==> src/rtl/x2dn_activity_sequencer_pkg.sv <==
// Shared types and widths for the x2dn activity sequencer.
// Latency: n/a (declarations only).
// Backpressure: n/a.
package x2dn_seq_pkg;

    localparam int IN_W  = 82;
    localparam int OUT_W = 56;
    localparam int TOG_W = 6;
    localparam int CNT_W = 16;

    typedef enum logic [1:0] {
        IDLE    = 2'd0,
        SETTLE  = 2'd1,
        CAPTURE = 2'd2,
        OUTPUT  = 2'd3
    } state_e;

endpackage

==> src/rtl/x2dn_activity_sequencer_if.sv <==
// Stimulus-in / result-out handshake bundle of the activity sequencer.
// Latency: n/a (wiring only).
// Backpressure: valid/ready on both the stimulus and result channels.
interface x2dn_activity_sequencer_if;
    import x2dn_seq_pkg::*;

    logic              in_valid;
    logic              in_ready;
    logic [IN_W-1:0]   in_vec;
    logic              res_valid;
    logic              res_ready;
    logic [OUT_W-1:0]  res_vec;
    logic [TOG_W-1:0]  res_toggles;

    // Stimulus producer / result consumer side.
    modport master (
        output in_valid, in_vec, res_ready,
        input  in_ready, res_valid, res_vec, res_toggles
    );

    // Sequencer side.
    modport slave (
        input  in_valid, in_vec, res_ready,
        output in_ready, res_valid, res_vec, res_toggles
    );

endinterface

==> src/rtl/x2dn_activity_sequencer_popcount56.sv <==
// Population count of a 56-bit vector.
// Latency: combinational.
// Backpressure: none.
module popcount56
    import x2dn_seq_pkg::*;
(
    input  logic [OUT_W-1:0] i_vec,
    output logic [TOG_W-1:0] o_cnt
);

    // Ones counter; 56 fits in 6 bits with headroom.
    always_comb begin
        o_cnt = '0;
        for (int i = 0; i < OUT_W; i++) begin
            o_cnt = o_cnt + TOG_W'(i_vec[i]);
        end
    end

endmodule

==> src/rtl/x2dn_activity_sequencer.sv <==
// Drives stimulus into the external x2dn block, samples its response, tracks toggle activity.
// Latency: accept at T, result valid from T+SETTLE_CYCLES+2; one vector per SETTLE_CYCLES+3 cycles.
// Backpressure: in_ready only in IDLE; result held in OUTPUT until res_ready.
module x2dn_activity_sequencer
    import x2dn_seq_pkg::*;
#(
    parameter int SETTLE_CYCLES = 2,
    parameter int ACC_W         = 32
) (
    input  logic                     clk,
    input  logic                     rst_n,
    x2dn_activity_sequencer_if.slave bus,
    output logic [IN_W-1:0]          dut_in,
    input  logic [OUT_W-1:0]         dut_out,
    output logic [ACC_W-1:0]         acc_toggles,
    output logic [CNT_W-1:0]         vec_count,
    input  logic                     clear
);

    localparam int SET_W = 4;

    state_e             r_state;
    state_e             w_next;
    logic [SET_W-1:0]   r_settle;
    logic [IN_W-1:0]    r_dut_in;
    logic [OUT_W-1:0]   r_prev;
    logic [OUT_W-1:0]   r_res_vec;
    logic [TOG_W-1:0]   r_res_tog;
    logic [ACC_W-1:0]   r_acc;
    logic [CNT_W-1:0]   r_vcnt;
    logic [OUT_W-1:0]   w_diff;
    logic [TOG_W-1:0]   w_tog;
    logic [ACC_W:0]     w_sum;
    logic               w_accept;
    logic               w_capture;
    logic               w_in_ready;
    logic               w_res_valid;

    assign w_diff = dut_out ^ r_prev;

    popcount56 u_popcount (
        .i_vec (w_diff),
        .o_cnt (w_tog)
    );

    // One extra bit catches the carry out so the accumulator can clamp.
    assign w_sum = {1'b0, r_acc} + (ACC_W + 1)'(w_tog);

    // State register.
    always_ff @(posedge clk or negedge rst_n) begin
        if (!rst_n) begin
            r_state <= IDLE;
        end else begin
            r_state <= w_next;
        end
    end

    // Next state and strobes; handshake outputs decode state only.
    always_comb begin
        w_next      = r_state;
        w_accept    = 1'b0;
        w_capture   = 1'b0;
        w_in_ready  = 1'b0;
        w_res_valid = 1'b0;
        case (r_state)
            IDLE: begin
                w_in_ready = 1'b1;
                if (bus.in_valid) begin
                    w_accept = 1'b1;
                    w_next   = SETTLE;
                end
            end
            SETTLE: begin
                if (r_settle == '0) begin
                    w_next = CAPTURE;
                end
            end
            CAPTURE: begin
                w_capture = 1'b1;
                w_next    = OUTPUT;
            end
            OUTPUT: begin
                w_res_valid = 1'b1;
                if (bus.res_ready) begin
                    w_next = IDLE;
                end
            end
            default: w_next = IDLE;
        endcase
    end

    // Stimulus register loads only on accept; settle counter runs down in SETTLE.
    always_ff @(posedge clk or negedge rst_n) begin
        if (!rst_n) begin
            r_dut_in <= '0;
            r_settle <= '0;
        end else if (w_accept) begin
            r_dut_in <= bus.in_vec;
            r_settle <= SET_W'(SETTLE_CYCLES - 1);
        end else if (r_state == SETTLE && r_settle != '0) begin
            r_settle <= r_settle - SET_W'(1);
        end
    end

    // Reported result is unaffected by clear.
    always_ff @(posedge clk or negedge rst_n) begin
        if (!rst_n) begin
            r_res_vec <= '0;
            r_res_tog <= '0;
        end else if (w_capture) begin
            r_res_vec <= dut_out;
            r_res_tog <= w_tog;
        end
    end

    // Statistics; clear beats a coincident capture.
    always_ff @(posedge clk or negedge rst_n) begin
        if (!rst_n) begin
            r_prev <= '0;
            r_acc  <= '0;
            r_vcnt <= '0;
        end else if (clear) begin
            r_prev <= '0;
            r_acc  <= '0;
            r_vcnt <= '0;
        end else if (w_capture) begin
            r_prev <= dut_out;
            r_acc  <= w_sum[ACC_W] ? {ACC_W{1'b1}} : w_sum[ACC_W-1:0];
            r_vcnt <= r_vcnt + CNT_W'(1);
        end
    end

    assign bus.in_ready    = w_in_ready;
    assign bus.res_valid   = w_res_valid;
    assign bus.res_vec     = r_res_vec;
    assign bus.res_toggles = r_res_tog;
    assign dut_in          = r_dut_in;
    assign acc_toggles     = r_acc;
    assign vec_count       = r_vcnt;

endmodule

==> src/flat_wrapper.sv <==
// flat-port wrapper written by rule: the top's interface ports become plain ports
module x2dn_activity_sequencer_flat import x2dn_seq_pkg::*;
#(
    parameter int SETTLE_CYCLES = 2,
    parameter int ACC_W         = 32
)
  (clk, rst_n, dut_in, dut_out, acc_toggles, vec_count, clear, bus_in_valid, bus_in_vec, bus_res_ready, bus_in_ready, bus_res_valid, bus_res_vec, bus_res_toggles);
  x2dn_activity_sequencer_if bus_i ();
  input  logic clk;
  input  logic rst_n;
  output logic [IN_W-1:0] dut_in;
  input  logic [OUT_W-1:0] dut_out;
  output logic [ACC_W-1:0] acc_toggles;
  output logic [CNT_W-1:0] vec_count;
  input  logic clear;
  input wire logic [$bits(bus_i.in_valid)-1:0] bus_in_valid;
  input wire logic [$bits(bus_i.in_vec)-1:0] bus_in_vec;
  input wire logic [$bits(bus_i.res_ready)-1:0] bus_res_ready;
  output wire logic [$bits(bus_i.in_ready)-1:0] bus_in_ready;
  output wire logic [$bits(bus_i.res_valid)-1:0] bus_res_valid;
  output wire logic [$bits(bus_i.res_vec)-1:0] bus_res_vec;
  output wire logic [$bits(bus_i.res_toggles)-1:0] bus_res_toggles;
  assign bus_i.in_valid = bus_in_valid;
  assign bus_i.in_vec = bus_in_vec;
  assign bus_i.res_ready = bus_res_ready;
  assign bus_in_ready = bus_i.in_ready;
  assign bus_res_valid = bus_i.res_valid;
  assign bus_res_vec = bus_i.res_vec;
  assign bus_res_toggles = bus_i.res_toggles;
  x2dn_activity_sequencer #(.SETTLE_CYCLES(SETTLE_CYCLES), .ACC_W(ACC_W)) u_core (.clk(clk), .rst_n(rst_n), .bus(bus_i), .dut_in(dut_in), .dut_out(dut_out), .acc_toggles(acc_toggles), .vec_count(vec_count), .clear(clear));
endmodule
==> config.mk <==
export PLATFORM = sky130hd
export DESIGN_NAME = x2dn_activity_sequencer_flat
export DESIGN_NICKNAME = d
export VERILOG_FILES = /design/src/rtl/x2dn_activity_sequencer_pkg.sv /design/src/rtl/x2dn_activity_sequencer_if.sv /design/src/rtl/x2dn_activity_sequencer_popcount56.sv /design/src/rtl/x2dn_activity_sequencer.sv /design/src/flat_wrapper.sv
export SDC_FILE = /design/constraint.sdc
export NUM_CORES = 1
export LEC_CHECK = 0
export BUFFER_PORTS_ARGS = -buffer_cell sky130_fd_sc_hd__clkbuf_2
export CORE_UTILIZATION = 38
export DETAILED_ROUTE_END_ITERATION = 8
export PLACE_DENSITY = 0.63
export SYNTH_ARGS = -nofsm -noshare
export SYNTH_HDL_FRONTEND = slang
export SYNTH_HIERARCHICAL = 1
export SYNTH_SLANG_ARGS = --single-unit
==> constraint.sdc <==
create_clock -name clk -period 10.5 [get_ports clk]
set_clock_uncertainty 0.15 [all_clocks]
set_input_delay 2.1 -clock clk [delete_from_list [all_inputs] [get_ports clk]]
set_output_delay 2.1 -clock clk [all_outputs]
set_load 0.01 [all_outputs]
==> qor.log <==
[status] run status finished clean
[sta] Final Slew Violations 0
[global_route] global-route wire length before repair 49200 um
[setup_path] Worst EP required 10.72 ns
[setup_path] Worst path slowest cell sky130_fd_sc_hd__fa_1
[place] worst slack, placed 0.5492 ns
[clock_network] Post-CTS Setup Bufs 0
[global_route] number of antenna violations at the first check in global routing 0
[floorplan] Boundary Pins 337
[clock_network] post-cts sizing count 0
[run] Max Cap Viol 0
[setup_path] end of the worst register-to-register path u_core/acc_toggles[23]
[floorplan] standard-cell row count 66
[setup_path] type of element capturing the critical path flop
[floorplan] starting density of the core 38.58%
[final_layout] post-layout instance count excluding filler cells 1912
[synthesis] synthesized net count 1344
[sta] maximum frequency from static timing analysis 0.1065 GHz
[synthesis] cell count after synthesis 1127
[route] Antenna Violating Nets Remaining 0
[synthesis] synthesized area 12550 sq um
[clock_network] Clock Root Buffer sky130_fd_sc_hd__clkbuf_16
[clock_network] quantity of hold-fixing buffers added after cts 0
[worst_hold_path] number of cells on the worst hold path 1
[place] GP Congestion 0.8284
[synthesis] proportion of register bits with asynchronous set or reset after synthesis 100.0%
[synthesis] leading post-synthesis cells by cell area sky130_fd_sc_hd__dfrtp_1 (51%), sky130_fd_sc_hd__mux2_2 (8.0%), sky130_fd_sc_hd__fa_1 (7.5%), sky130_fd_sc_hd__xor2_1 (4.7%), sky130_fd_sc_hd__inv_1 (4.0%)
[global_route] met2 Use GR 30.12%
[sta] worst relative slew slack 29.77%
[place] DP Cell Count 1861
[sta] slew of the pin with the lowest slew margin 1.053 ns
[clock_network] Clock Latency Late Sink 0.54 ns
[sta] final hold viol count 0
[global_route] grt total ovfl 0
[sta] RSZ-0062 raised after global routing false
[synthesis] top post-synthesis cells by count sky130_fd_sc_hd__dfrtp_1 (254), sky130_fd_sc_hd__inv_1 (135), sky130_fd_sc_hd__mux2_2 (89), sky130_fd_sc_hd__a21oi_1 (79), sky130_fd_sc_hd__nand2_1 (69)
[final_layout] fraction of final layout cells sized beyond drive strength 1 33.95%
[setup_path] highest net fanout along the worst path 16
[clock_network] H-tree depth reported by CTS 1
[synthesis] synthesized flop and latch total 254
[global_route] met3 usage in global routing 4.120%
[synthesis] count of distinct cell types in the synthesized netlist 58
[setup_path] R2R Path Start u_core/r_prev[0]
[setup_path] cell with the most instances on the worst path sky130_fd_sc_hd__fa_1
[worst_hold_path] type of the most critical hold path flop to flop
[floorplan] full die area 33760 sq um
[setup_path] launching element type of the critical path input pin
[route] mean routed wirelength per cell 16.27 um
[sta] count of final setup violators 0
[setup_path] data arrival time at the worst-slack endpoint 9.62 ns
[sta] Worst Slack Setup Final 1.108 ns
[clock_network] Clock Tree Buf Depth 3
[final_layout] Area Growth Syn to Fin 24.31%
[global_route] total global routing track utilization 18.19%
[route] vias per cell 4.840
[synthesis] area fraction of the dominant cell type after synthesis 50.64%
[synthesis] sequential fraction of the synthesis area 50.64%
[global_route] number of global-route vias before repair 9358
[clock_network] TritonCTS Sinks 254
[route] via count 9254
[synthesis] top cell type by total area after synthesis sky130_fd_sc_hd__dfrtp_1
[final_layout] final cell utilization of the core 47.96%
[setup_path] Slowest Stage Delay on Critical Path 0.58 ns
[synthesis] most common flop cell mapped by yosys sky130_fd_sc_hd__dfrtp_1
[place] Port Buffers 336
[global_route] largest net degree at the start of global routing 144
[synthesis] yosys warns 6
[clock_network] CTS tree yes
[synthesis] most frequently used cell type in the post-synthesis netlist sky130_fd_sc_hd__dfrtp_1
[route] total iterations of the first detailed-routing run 5
[clock_network] CTS Buf Count 29
[sta] minimum clock period 9.392 ns
[floorplan] die width 183.7 um
[sta] final clock period utilization by the worst path 89.45%
[setup_path] reg-to-reg setup timing slack 2.39 ns
[setup_path] startpoint of the most critical setup path dut_out[0]
[place] DP Wirelength 22120 um
[route] Remaining DRCs 0
[sta] setup_tns 0 ns
[route] wire length after detailed routing 31100 um
[setup_path] depth of the most critical reg-to-reg path 25
[final_layout] number of antenna repair diodes 0
[floorplan] Die Y 183.7 um
[clock_network] post-CTS clock slew at the launch and capture registers of the worst setup and hold paths 0.06 ns
[synthesis] EDFF count, synth 0
[global_route] met1 usage 23.80%
[final_layout] total of fill cells in the finished design 3122
[setup_path] worst setup path class input pin to flop
[synthesis] synthesized area per cell 11.14 sq um
[route] violation count after the first detailed-route iteration 363
[global_route] most used routing layer in global routing met2
[final_layout] Final #Nets 1667
[setup_path] critical path capture point u_core/acc_toggles[23]
[floorplan] core region area 32540 sq um
-- critical path, delay by kind of cell --
kind	cells	cell delay, ns
adders and majority gates	11	4.96
xor gates and xnor gates	2	0.30
AOI/OAI and AO/OA	4	0.85
and+or+nand+nor	3	0.84
buffers and inverters	6	0.54
-- cell type report --
| type | count | area [sq um] | area share [%] |
|---|---|---|---|
| timing repair buffer | 342 | 1752 | 11.23 |
| multi-input combinational | 688 | 5490 | 35.19 |
| tap | 442 | 553.0 | 3.544 |
| clock buffer | 40 | 827.0 | 5.300 |
| sequential | 254 | 6356 | 40.73 |
| inverter | 135 | 506.7 | 3.248 |
| clock inverter | 11 | 118.9 | 0.7618 |
-- logic make-up after synthesis --
logic type | after synthesis | synth area share (%)
adder cells (fa/ha/maj) | 74 | 10.19
AND/OR/NAND/NOR | 253 | 10.97
flip-flops | 254 | 50.64
XOR/XNOR | 80 | 5.582
AO/OA/AOI/OAI | 190 | 8.692
multiplexers | 91 | 8.144
buffers and inverters | 185 | 5.781
-- worst min path at each step --
stage	from	slack (ns)	endpoint
floorplan	u_core/r_settle[3]	0.37	u_core/r_settle[3]
global placement	u_core/dut_in[13]	0.34	u_core/dut_in[13]
detailed placement	u_core/dut_in[35]	0.34	u_core/dut_in[35]
CTS	u_core/dut_in[8]	0.36	u_core/dut_in[8]
global route	u_core/dut_in[8]	0.36	u_core/dut_in[8]
finish	u_core/dut_in[8]	0.35	u_core/dut_in[8]
-- state kept, by name, indices dropped and copies added (netlist names) --
register and count:
u_core/r_prev 56, u_core/r_settle 4, u_core/vec_count 16, u_core/acc_toggles 32
u_core/bus.res_vec 56, u_core/dut_in 82, u_core/r_state 2, u_core/bus.res_toggles 6
-- routing by layer --
metal | share of wire [%] | vias up
met4 | 2.8 | 0
met1 | 42 | 4480
met2 | 48 | 326
li1 | - | 4400
met3 | 6.9 | 48
met5 | 0 | -
-- per-stage QoR --
step / hold WS (ns) / cell area (sq um)
floorplan: 0.3744 / 12550
global placement: 0.3370 / 14660
detailed placement: 0.3420 / 14660
CTS: 0.3557 / 15600
global route: 0.3593 / 15600
finish: 0.3522 / 15600
-- cell usage in the layout (no fill, tap or decap), types with 8 or more instances in the layout --
| master | n |
|---|---|
| sky130_fd_sc_hd__and3_1 | 12 |
| sky130_fd_sc_hd__a21oi_1 | 79 |
| sky130_fd_sc_hd__nand4_1 | 9 |
| sky130_fd_sc_hd__and4_1 | 10 |
| sky130_fd_sc_hd__and4_2 | 8 |
| sky130_fd_sc_hd__ha_1 | 26 |
| sky130_fd_sc_hd__xor2_1 | 68 |
| sky130_fd_sc_hd__xnor2_1 | 12 |
| sky130_fd_sc_hd__nand2b_1 | 57 |
| sky130_fd_sc_hd__nand3_1 | 17 |
| sky130_fd_sc_hd__a31oi_1 | 8 |
| sky130_fd_sc_hd__dfrtp_1 | 254 |
| sky130_fd_sc_hd__o21ai_0 | 62 |
| sky130_fd_sc_hd__nor2_1 | 34 |
| sky130_fd_sc_hd__mux2_2 | 89 |
| sky130_fd_sc_hd__fa_1 | 47 |
| sky130_fd_sc_hd__nor3_1 | 12 |
| sky130_fd_sc_hd__nand2_1 | 68 |
| sky130_fd_sc_hd__clkbuf_16 | 29 |
| sky130_fd_sc_hd__clkbuf_2 | 334 |
| sky130_fd_sc_hd__inv_1 | 135 |
Power is not shown: default switching activity piles up to over one toggle a cycle in this logic, so the estimate is an artifact.
